File: src/rtl/dtw_axis_sample_fifo.sv
`default_nettype none
// ============================================================================
//  Module   : dtw_axis_sample_fifo
//  Purpose  : AXI4-Stream sink that unpacks each accepted beat into
//             SAMPLE_WIDTH samples and drops lanes with incomplete strobes.
//             Each kept sample is stored with a packet-last tag in a
//             first-word-fall-through circular FIFO.
//  Ports    : S_AXIS_*          - AXI4-Stream slave (clock, sync reset, beat)
//             dtw_fifo_rden     - pop the head entry (ignored when empty)
//             dtw_fifo_dout/last- head sample and its last tag (FWFT)
//             dtw_fifo_empty/count/afull - occupancy status
//             dtw_pkt_count/avail - complete packets held
//             err_clr / null_last_err - sticky "TLAST beat had no lane" flag
//  Revision : 1.0 - initial release
// ============================================================================
module dtw_axis_sample_fifo #(
    parameter int C_S_AXIS_TDATA_WIDTH = 32,
    parameter int SAMPLE_WIDTH         = 8,
    parameter int FIFO_DEPTH           = 16,
    parameter int AFULL_THRESH         = 12
) (
    input  logic                                S_AXIS_ACLK,
    input  logic                                S_AXIS_ARESET,
    input  logic                                S_AXIS_TVALID,
    output logic                                S_AXIS_TREADY,
    input  logic [C_S_AXIS_TDATA_WIDTH-1:0]     S_AXIS_TDATA,
    input  logic [C_S_AXIS_TDATA_WIDTH/8-1:0]   S_AXIS_TSTRB,
    input  logic                                S_AXIS_TLAST,
    input  logic                                dtw_fifo_rden,
    output logic [SAMPLE_WIDTH-1:0]             dtw_fifo_dout,
    output logic                                dtw_fifo_last,
    output logic                                dtw_fifo_empty,
    output logic [$clog2(FIFO_DEPTH+1)-1:0]     dtw_fifo_count,
    output logic                                dtw_fifo_afull,
    output logic [$clog2(FIFO_DEPTH+1)-1:0]     dtw_pkt_count,
    output logic                                dtw_pkt_avail,
    input  logic                                err_clr,
    output logic                                null_last_err
);

    localparam int LANES = C_S_AXIS_TDATA_WIDTH / SAMPLE_WIDTH;
    localparam int BPL   = SAMPLE_WIDTH / 8;
    localparam int AW    = $clog2(FIFO_DEPTH);
    localparam int CW    = $clog2(FIFO_DEPTH + 1);
    localparam int LW    = (LANES > 1) ? $clog2(LANES) : 1;

    typedef enum logic [0:0] {
        S_IDLE   = 1'b0,
        S_UNPACK = 1'b1
    } state_t;

    state_t                     r_state;
    state_t                     w_state_nx;

    logic [C_S_AXIS_TDATA_WIDTH-1:0] r_data;
    logic [LANES-1:0]           r_mask;
    logic                       r_last;

    logic [SAMPLE_WIDTH:0]      r_mem [FIFO_DEPTH];
    logic [AW-1:0]              r_wr_ptr;
    logic [AW-1:0]              r_rd_ptr;
    logic [CW-1:0]              r_count;
    logic [CW-1:0]              r_pkt_count;
    logic                       r_err;

    logic [LANES-1:0]           w_in_mask;
    logic                       w_accept;
    logic                       w_null_last;
    logic [LW-1:0]              w_lane;
    logic [LANES-1:0]           w_rem_mask;
    logic                       w_full;
    logic                       w_empty;
    logic                       w_wr;
    logic                       w_wr_last;
    logic [SAMPLE_WIDTH-1:0]    w_wr_data;
    logic                       w_rd;
    logic [SAMPLE_WIDTH:0]      w_head;

    // A lane is kept only when every byte strobe inside it is set.
    generate
        for (genvar g = 0; g < LANES; g++) begin : g_lane_mask
            assign w_in_mask[g] = &S_AXIS_TSTRB[g*BPL +: BPL];
        end
    endgenerate

    // Ready is gated by reset so no beat can be accepted while clearing.
    assign S_AXIS_TREADY = (r_state == S_IDLE) && !S_AXIS_ARESET;
    assign w_accept      = S_AXIS_TVALID && S_AXIS_TREADY;
    assign w_null_last   = w_accept && (w_in_mask == '0) && S_AXIS_TLAST;

    // Lowest remaining valid lane; scanning downwards leaves the lowest hit.
    always_comb begin
        w_lane = '0;
        for (int k = LANES - 1; k >= 0; k--) begin
            if (r_mask[k]) begin
                w_lane = LW'(k);
            end
        end
    end

    assign w_rem_mask = r_mask & ~(LANES'(1) << w_lane);
    assign w_full     = (r_count == CW'(FIFO_DEPTH));
    assign w_empty    = (r_count == '0);
    assign w_wr       = (r_state == S_UNPACK) && !w_full;
    // Only the highest valid lane of a TLAST beat carries the packet tag.
    assign w_wr_last  = r_last && (w_rem_mask == '0);
    assign w_wr_data  = r_data[w_lane*SAMPLE_WIDTH +: SAMPLE_WIDTH];
    assign w_rd       = dtw_fifo_rden && !w_empty;
    assign w_head     = r_mem[r_rd_ptr];

    always_comb begin
        w_state_nx = r_state;
        case (r_state)
            S_IDLE: begin
                if (w_accept && (w_in_mask != '0)) begin
                    w_state_nx = S_UNPACK;
                end
            end
            S_UNPACK: begin
                if (w_wr && (w_rem_mask == '0)) begin
                    w_state_nx = S_IDLE;
                end
            end
            default: w_state_nx = S_IDLE;
        endcase
    end

    always_ff @(posedge S_AXIS_ACLK) begin
        if (S_AXIS_ARESET) begin
            r_state <= S_IDLE;
            r_data  <= '0;
            r_mask  <= '0;
            r_last  <= 1'b0;
        end else begin
            r_state <= w_state_nx;
            if (w_accept) begin
                r_data <= S_AXIS_TDATA;
                r_mask <= w_in_mask;
                r_last <= S_AXIS_TLAST;
            end else if (w_wr) begin
                r_mask <= w_rem_mask;
            end
        end
    end

    // Storage array is not reset; pointers and count define its contents.
    always_ff @(posedge S_AXIS_ACLK) begin
        if (w_wr && !S_AXIS_ARESET) begin
            r_mem[r_wr_ptr] <= {w_wr_last, w_wr_data};
        end
    end

    always_ff @(posedge S_AXIS_ACLK) begin
        if (S_AXIS_ARESET) begin
            r_wr_ptr    <= '0;
            r_rd_ptr    <= '0;
            r_count     <= '0;
            r_pkt_count <= '0;
        end else begin
            if (w_wr) begin
                r_wr_ptr <= r_wr_ptr + AW'(1);
            end
            if (w_rd) begin
                r_rd_ptr <= r_rd_ptr + AW'(1);
            end
            r_count     <= r_count + CW'(w_wr) - CW'(w_rd);
            r_pkt_count <= r_pkt_count + CW'(w_wr && w_wr_last)
                                       - CW'(w_rd && w_head[SAMPLE_WIDTH]);
        end
    end

    // Setting the sticky error wins over a same-cycle clear.
    always_ff @(posedge S_AXIS_ACLK) begin
        if (S_AXIS_ARESET) begin
            r_err <= 1'b0;
        end else if (w_null_last) begin
            r_err <= 1'b1;
        end else if (err_clr) begin
            r_err <= 1'b0;
        end
    end

    assign dtw_fifo_dout  = w_empty ? '0   : w_head[SAMPLE_WIDTH-1:0];
    assign dtw_fifo_last  = w_empty ? 1'b0 : w_head[SAMPLE_WIDTH];
    assign dtw_fifo_empty = w_empty;
    assign dtw_fifo_count = r_count;
    assign dtw_fifo_afull = (r_count >= CW'(AFULL_THRESH));
    assign dtw_pkt_count  = r_pkt_count;
    assign dtw_pkt_avail  = (r_pkt_count != '0);
    assign null_last_err  = r_err;

endmodule
`default_nettype wire

File: config.mk
export PLATFORM = sky130hd
export DESIGN_NAME = dtw_axis_sample_fifo
export DESIGN_NICKNAME = d
export VERILOG_FILES = /design/src/rtl/dtw_axis_sample_fifo.sv
export SDC_FILE = /design/constraint.sdc
export NUM_CORES = 1
export LEC_CHECK = 0
export CAP_MARGIN = 15
export CORE_UTILIZATION = 30
export DETAILED_ROUTE_END_ITERATION = 8
export DONT_BUFFER_PORTS = 1
export PLACE_DENSITY = 0.44
export SLEW_MARGIN = 20
export SYNTH_ARGS = -nofsm -noshare
export SYNTH_HDL_FRONTEND = slang
export SYNTH_SLANG_ARGS = --single-unit
export TNS_END_PERCENT = 100
File: constraint.sdc
create_clock -name S_AXIS_ACLK -period 3.32 [get_ports S_AXIS_ACLK]
set_input_delay 0.332 -clock S_AXIS_ACLK [delete_from_list [all_inputs] [get_ports S_AXIS_ACLK]]
set_output_delay 0.332 -clock S_AXIS_ACLK [all_outputs]
set_load 0.01 [all_outputs]
## Word-level counts from Yosys, hierarchy flattened

Memories as Yosys holds them, arrays and structs flattened. A register that Yosys moved wholly into a read port is not among the register bits.
Cells that the tools add are included.

- Register bits after elaboration: 57
- Memory bits (writable): 144
- Input port bits: 42
- Output and inout bits: 24
- Word-level logic and storage cells: 62
- Memories kept: 1

Memory list:

| name | depth | bits a word | read ports | clocked after memory_dff | write ports | RTL line | RTL |
|---|---|---|---|---|---|---|---|
| r_mem | 16 | 9 | 1 | 1 | 1 | 59 | `logic [SAMPLE_WIDTH:0] r_mem [FIFO_DEPTH];` |

- Add/subtract/negate cells: 6
- Order comparisons: 1
- Equal/unequal tests: 1
- Shifts and indexed selects: 2
- Mux-type cells: 17
- Bitwise gates (word level): 3
- Reductions and logical operators: 22

Operators by type and width:

| kind | number |
|---|---|
| indexed part select 32 x 6 -> 8 bit | 1 |
| 2-to-1 mux 4 bit | 4 |
| logical AND 1 bit | 12 |
| adder 5 x 1 -> 5 bit | 2 |
| subtractor 5 x 1 -> 5 bit | 2 |
| adder 4 x 1 -> 4 bit, second input constant | 2 |
| zero test 4 bit | 2 |
| 2-to-1 mux 2 bit | 4 |
| 2-to-1 mux 8 bit | 1 |
| 2-to-1 mux 1 bit | 7 |
| == test 5 bit, second input constant | 1 |
| greater-or-equal comparator 5 x 4 -> 1 bit, second input constant | 1 |
| zero test 5 bit | 1 |
| nonzero test 5 bit | 1 |
| AND 4 bit | 1 |
| inverter 4 bit | 1 |
| nonzero test 2 bit | 2 |
| nonzero test 4 bit | 1 |
| left shift 1 x 2 -> 4 bit, first input constant | 1 |
| zero test 1 bit | 3 |
| case mux 1 bit (2 select lines) | 1 |
| inverter 1 bit | 1 |

## Depth between registers and ports, before layout

- Depth after elaboration: 12
- Gate-level depth with buffers: 16
- Mapped depth without buffers: 15

## Least setup slack after synthesis

OpenSTA, ideal clock, no wires.

- Path kind: reg-to-reg
- From: reg r_count[2] (netlist: dtw_fifo_count[2])
- To: reg r_pkt_count[4] (netlist: dtw_pkt_count[4])
- Library setup time: 0.131 ns
- Data arrival time: 2.713 ns
- Data required time: 3.189 ns
- Path slack: 0.476 ns
- Stages on the path, launching flop included: 17
- Buffers on the path: 1
- Clock period less this slack: 2.844 ns
- Path through: dfxtp_1 inv_1 ha_1 nand4bb_1 and2_1 clkbuf_1 and2_1 nand2_1 ha_1 inv_1 ha_1 inv_1 fa_1 nor2b_1 o21bai_1 a21oi_1 nor3b_1

- Longest elaborated chain between the ends: 6
- Elaborated cells on any way between the ends: 10
- Those cells by class: 2 x add/sub; 1 x eq/ne; 7 x reduce/logical

RTL lines:

| item | RTL line | RTL |
|---|---|---|
| start, declared | 62 | `logic [CW-1:0] r_count;` |
| start signal, assigned | 166 | `r_count <= r_count + CW'(w_wr) - CW'(w_rd);` |
| == test 5 bit | 102 | `assign w_full = (r_count == CW'(FIFO_DEPTH));` |
| zero test 1 bit | 104 | `assign w_wr = (r_state == S_UNPACK) && !w_full;` |
| logical AND 1 bit | 104 |  |
| logical AND 1 bit | 167 | `r_pkt_count <= r_pkt_count + CW'(w_wr && w_wr_last)` |
| adder 5 x 1 -> 5 bit | 167 |  |
| subtractor 5 x 1 -> 5 bit * | 168 | `- CW'(w_rd && w_head[SAMPLE_WIDTH]);` |
| end signal, assigned | 167 |  |
| end, declared | 63 | `logic [CW-1:0] r_pkt_count;` |

Mark *: on every way between the ends. The rest lies on a longest branch, timed or not.
A chain may end at the register's enable or synchronous reset.

==> flow_summary.toml <==
[outcome]
status = "complete, no violations"

[synthesis]
synth_compound_area_share_pct = 6.17
synth_cell_types = 53
synth-simple-area-share_pct = 10.0
synth-edff-count = 144
synth_fa_ha_area_share_pct = 3.34
yosys-mux-area-fraction_pct = 11.7
ys.warnings.count = 0
syn-num-nets = 687
async_reset_ff_share_pct = 0
ys_ff_latch = 205
syn_area_per_cell_um2 = 13.8
synth-xor-area-share_pct = 1.02
synth_flop_cell = "edfxtp_1"
synth_top_family_by_area = "multiplexers"
ys_seq_area_share_pct = 64.3
synth_cells = 624
synth_area_mm2 = 0.00862

[floorplan]
core_area_mm2 = 0.0280
chipHeight_um = 172
die_w_um = 172
start_util_pct = 30.8
io_pins = 66
rows = 61
die_area_mm2 = 0.0294

[drt]
vias = 5039
vias_per_cell = 4.66
wl_mm = 19.0
ant_nets = 0
dr.pass1.iters = 4
drt_iter0_markers = 214
drc = 0
wl_per_cell_um = 17.5

[sta]
fin_skew_ns = 0.0156
post-route-min-period_ns = 3.10
hold_viol_final = 0
slew_headroom_pct = 23.6
fmax_mhz = 322
worstMarginPinSlew_ns = 1.14
drv_slew = 0
setup_viol_count_final = 0
hold_ws_ns = 0.0196
fin_setup_tns_ns = 0
fin_crit_sh_pct = 93.4

[worst_setup_path]
crit_required_ns = 3.75
worstPathMaxFanout = 3
critPathKind = "flip-flop to flip-flop"
cp.arrival_ns = 3.53
worstSetupEndpointType = "flip-flop"
worst_setup_path_start_kind = "flip-flop"

[placement]
gp_congestion = 0.734
dp.cells = 998
io_buffers = 0
dp_hpwl_mm = 12.4

[power]
p_per_area_mw_per_mm2 = 686
vdd_drop_max_v = 0.000432
finalPower_uw = 7090
p_leak_uw = 0.00350

[finish]
post-route-util_pct = 36.9
nets = 750
drive_gt1_share_pct = 16.8
final_cells = 1082
multi_input_area_mm2 = 0.00281
nFillCells = 2727
area_growth_pct = 19.9
antenna_cells = 0
seq_area_mm2 = 0.00555

[global_routing]
grt_use_total_pct = 13.3
grt_max_degree = 56
grt_pass1_wl_mm = 29.1
grt_pass1_vias = 5188
grt.overflow.total = 0
antenna_found_initial = 0

[clock_network]
numCtsBuffers = 24
max-clock-path-buffers = 3
h-tree-depth = 1
clkSinkCount = 205
clk_pin_slew_ns = 0.06
clkLatencyLatePin_ns = 0.51
cts_root_buf = "clkbuf_16"
cts_setup_buffers = 0
cts_tree = "yes"

[run]
maxCapViolations = 0

[worst_hold_path]
min_path_type = "primary input to flip-flop"
-- stage by stage --
stage,instance area (um^2),setup WS [ns]
2_1_floorplan,8620,0.476
3_3_place_gp,9130,0.277
3_5_place_dp,9130,0.158
4_1_cts,10300,0.114
5_1_grt,10300,-0.00201
6_report,10300,0.218
-- worst max-delay path, stage by stage (launching register included) --
cell	delay [ns]
dfxtp_1	0.43
mux4_2	0.53
mux2_2	0.29
a32oi_2	0.24
nor2_1	0.07
ha_1	0.29
inv_1	0.06
ha_1	0.16
inv_1	0.05
fa_1	0.37
nor2b_1	0.17
o21bai_1	0.10
nand3_1	0.09
nor3b_1	0.17
-- cell type report --
cell class,count,area share (%)
Timing Repair Buffer,73,6.43
Tap cell,378,4.58
Clock buffer,32,6.60
Clock inverter,11,0.811
Inverter,22,0.799
Sequential cell,205,53.6
Multi-Input combinational cell,361,27.1
-- final timing paths --
check,from,endpoint,slack [ns],depth (start not counted)
worst max register to register,flip-flop,dtw_pkt_count[4],0.22,13
worst min register to register,r_data[20],r_data[20],0.47,2
worst min-delay path,S_AXIS_ARESET,r_data[30],0.02,2
worst max-delay path,flip-flop,dtw_pkt_count[4],0.22,13
-- repair_timing --
action / CTS / global route
setup endpoints to repair: 0 / 1
resized for setup: 0 / 2
hold endpoints to repair: 61 / 0
hold buffers: 41 / 0
-- placed cells by master, fill, tap and decap left out, types with 3 or more instances in the layout --
cell type,synthesis,routed
clkbuf_8,0,3
clkbuf_1,21,4
nand3_1,6,6
a21oi_1,35,35
mux4_1,5,5
o21ai_1,47,43
inv_1,19,19
xnor2_1,3,3
clkinv_2,0,6
nand2_1,64,64
inv_2,3,3
ha_1,19,19
clkbuf_16,0,25
dlygate4sd3_1,0,40
dfxtp_1,61,61
nand2b_1,34,34
nor2_1,37,37
edfxtp_1,144,144
nor2b_1,6,6
buf_4,1,31
nor3_1,4,4
and2_1,4,3
mux2i_1,12,12
o21ai_2,1,5
mux4_2,29,29
nand3b_1,10,10
mux2_2,8,8
xor2_1,7,7
-- where the power goes --
part / switching, uW / internal, uW
Sequential: 161 / 2900
Clock: 996 / 1520
Combinational: 825 / 691
Total: 1980 / 5110
-- state kept, by name (all words and copies together), names as in the netlist, 4 cells and up, named ones only --
| signal | count |
|---|---|
| r_data | 32 |
| r_mem | 144 |
| r_wr_ptr | 4 |
| r_rd_ptr | 4 |
| dtw_pkt_count | 5 |
| r_mask | 4 |
| dtw_fifo_count | 5 |
-- Yosys cell counts (all sizes together), types with 10 or more instances --
cell type,instances,area [um^2]
dfxtp,61,1220
a21oi,35,175
ha,19,238
o21ai,49,249
nand3b,10,75.1
nor2,37,139
nand2b,34,213
mux4,34,785
clkbuf,22,83.8
nand2,64,240
inv,22,82.6
edfxtp,144,4320
buf,14,126
mux2i,12,120
-- logic make-up after synthesis --
logic type | after synthesis
AO/OA/AOI/OAI | 98
XOR/XNOR | 10
adder cells (fa/ha/maj) | 22
buffers and inverters | 58
flip-flops | 205
multiplexers | 55
AND/OR/NAND/NOR | 176
-- routing by layer --
metal / vias to the layer above / wire length [um] / GRT usage [%]
li1: 2404 / - / -
met1: 2490 / 8370 / 17.4
met2: 112 / 9120 / 22.1
met3: 33 / 1060 / 2.83
met4: 0 / 415 / 3.57
met5: - / 0 / 0
Power figures use the tool's default switching activity.
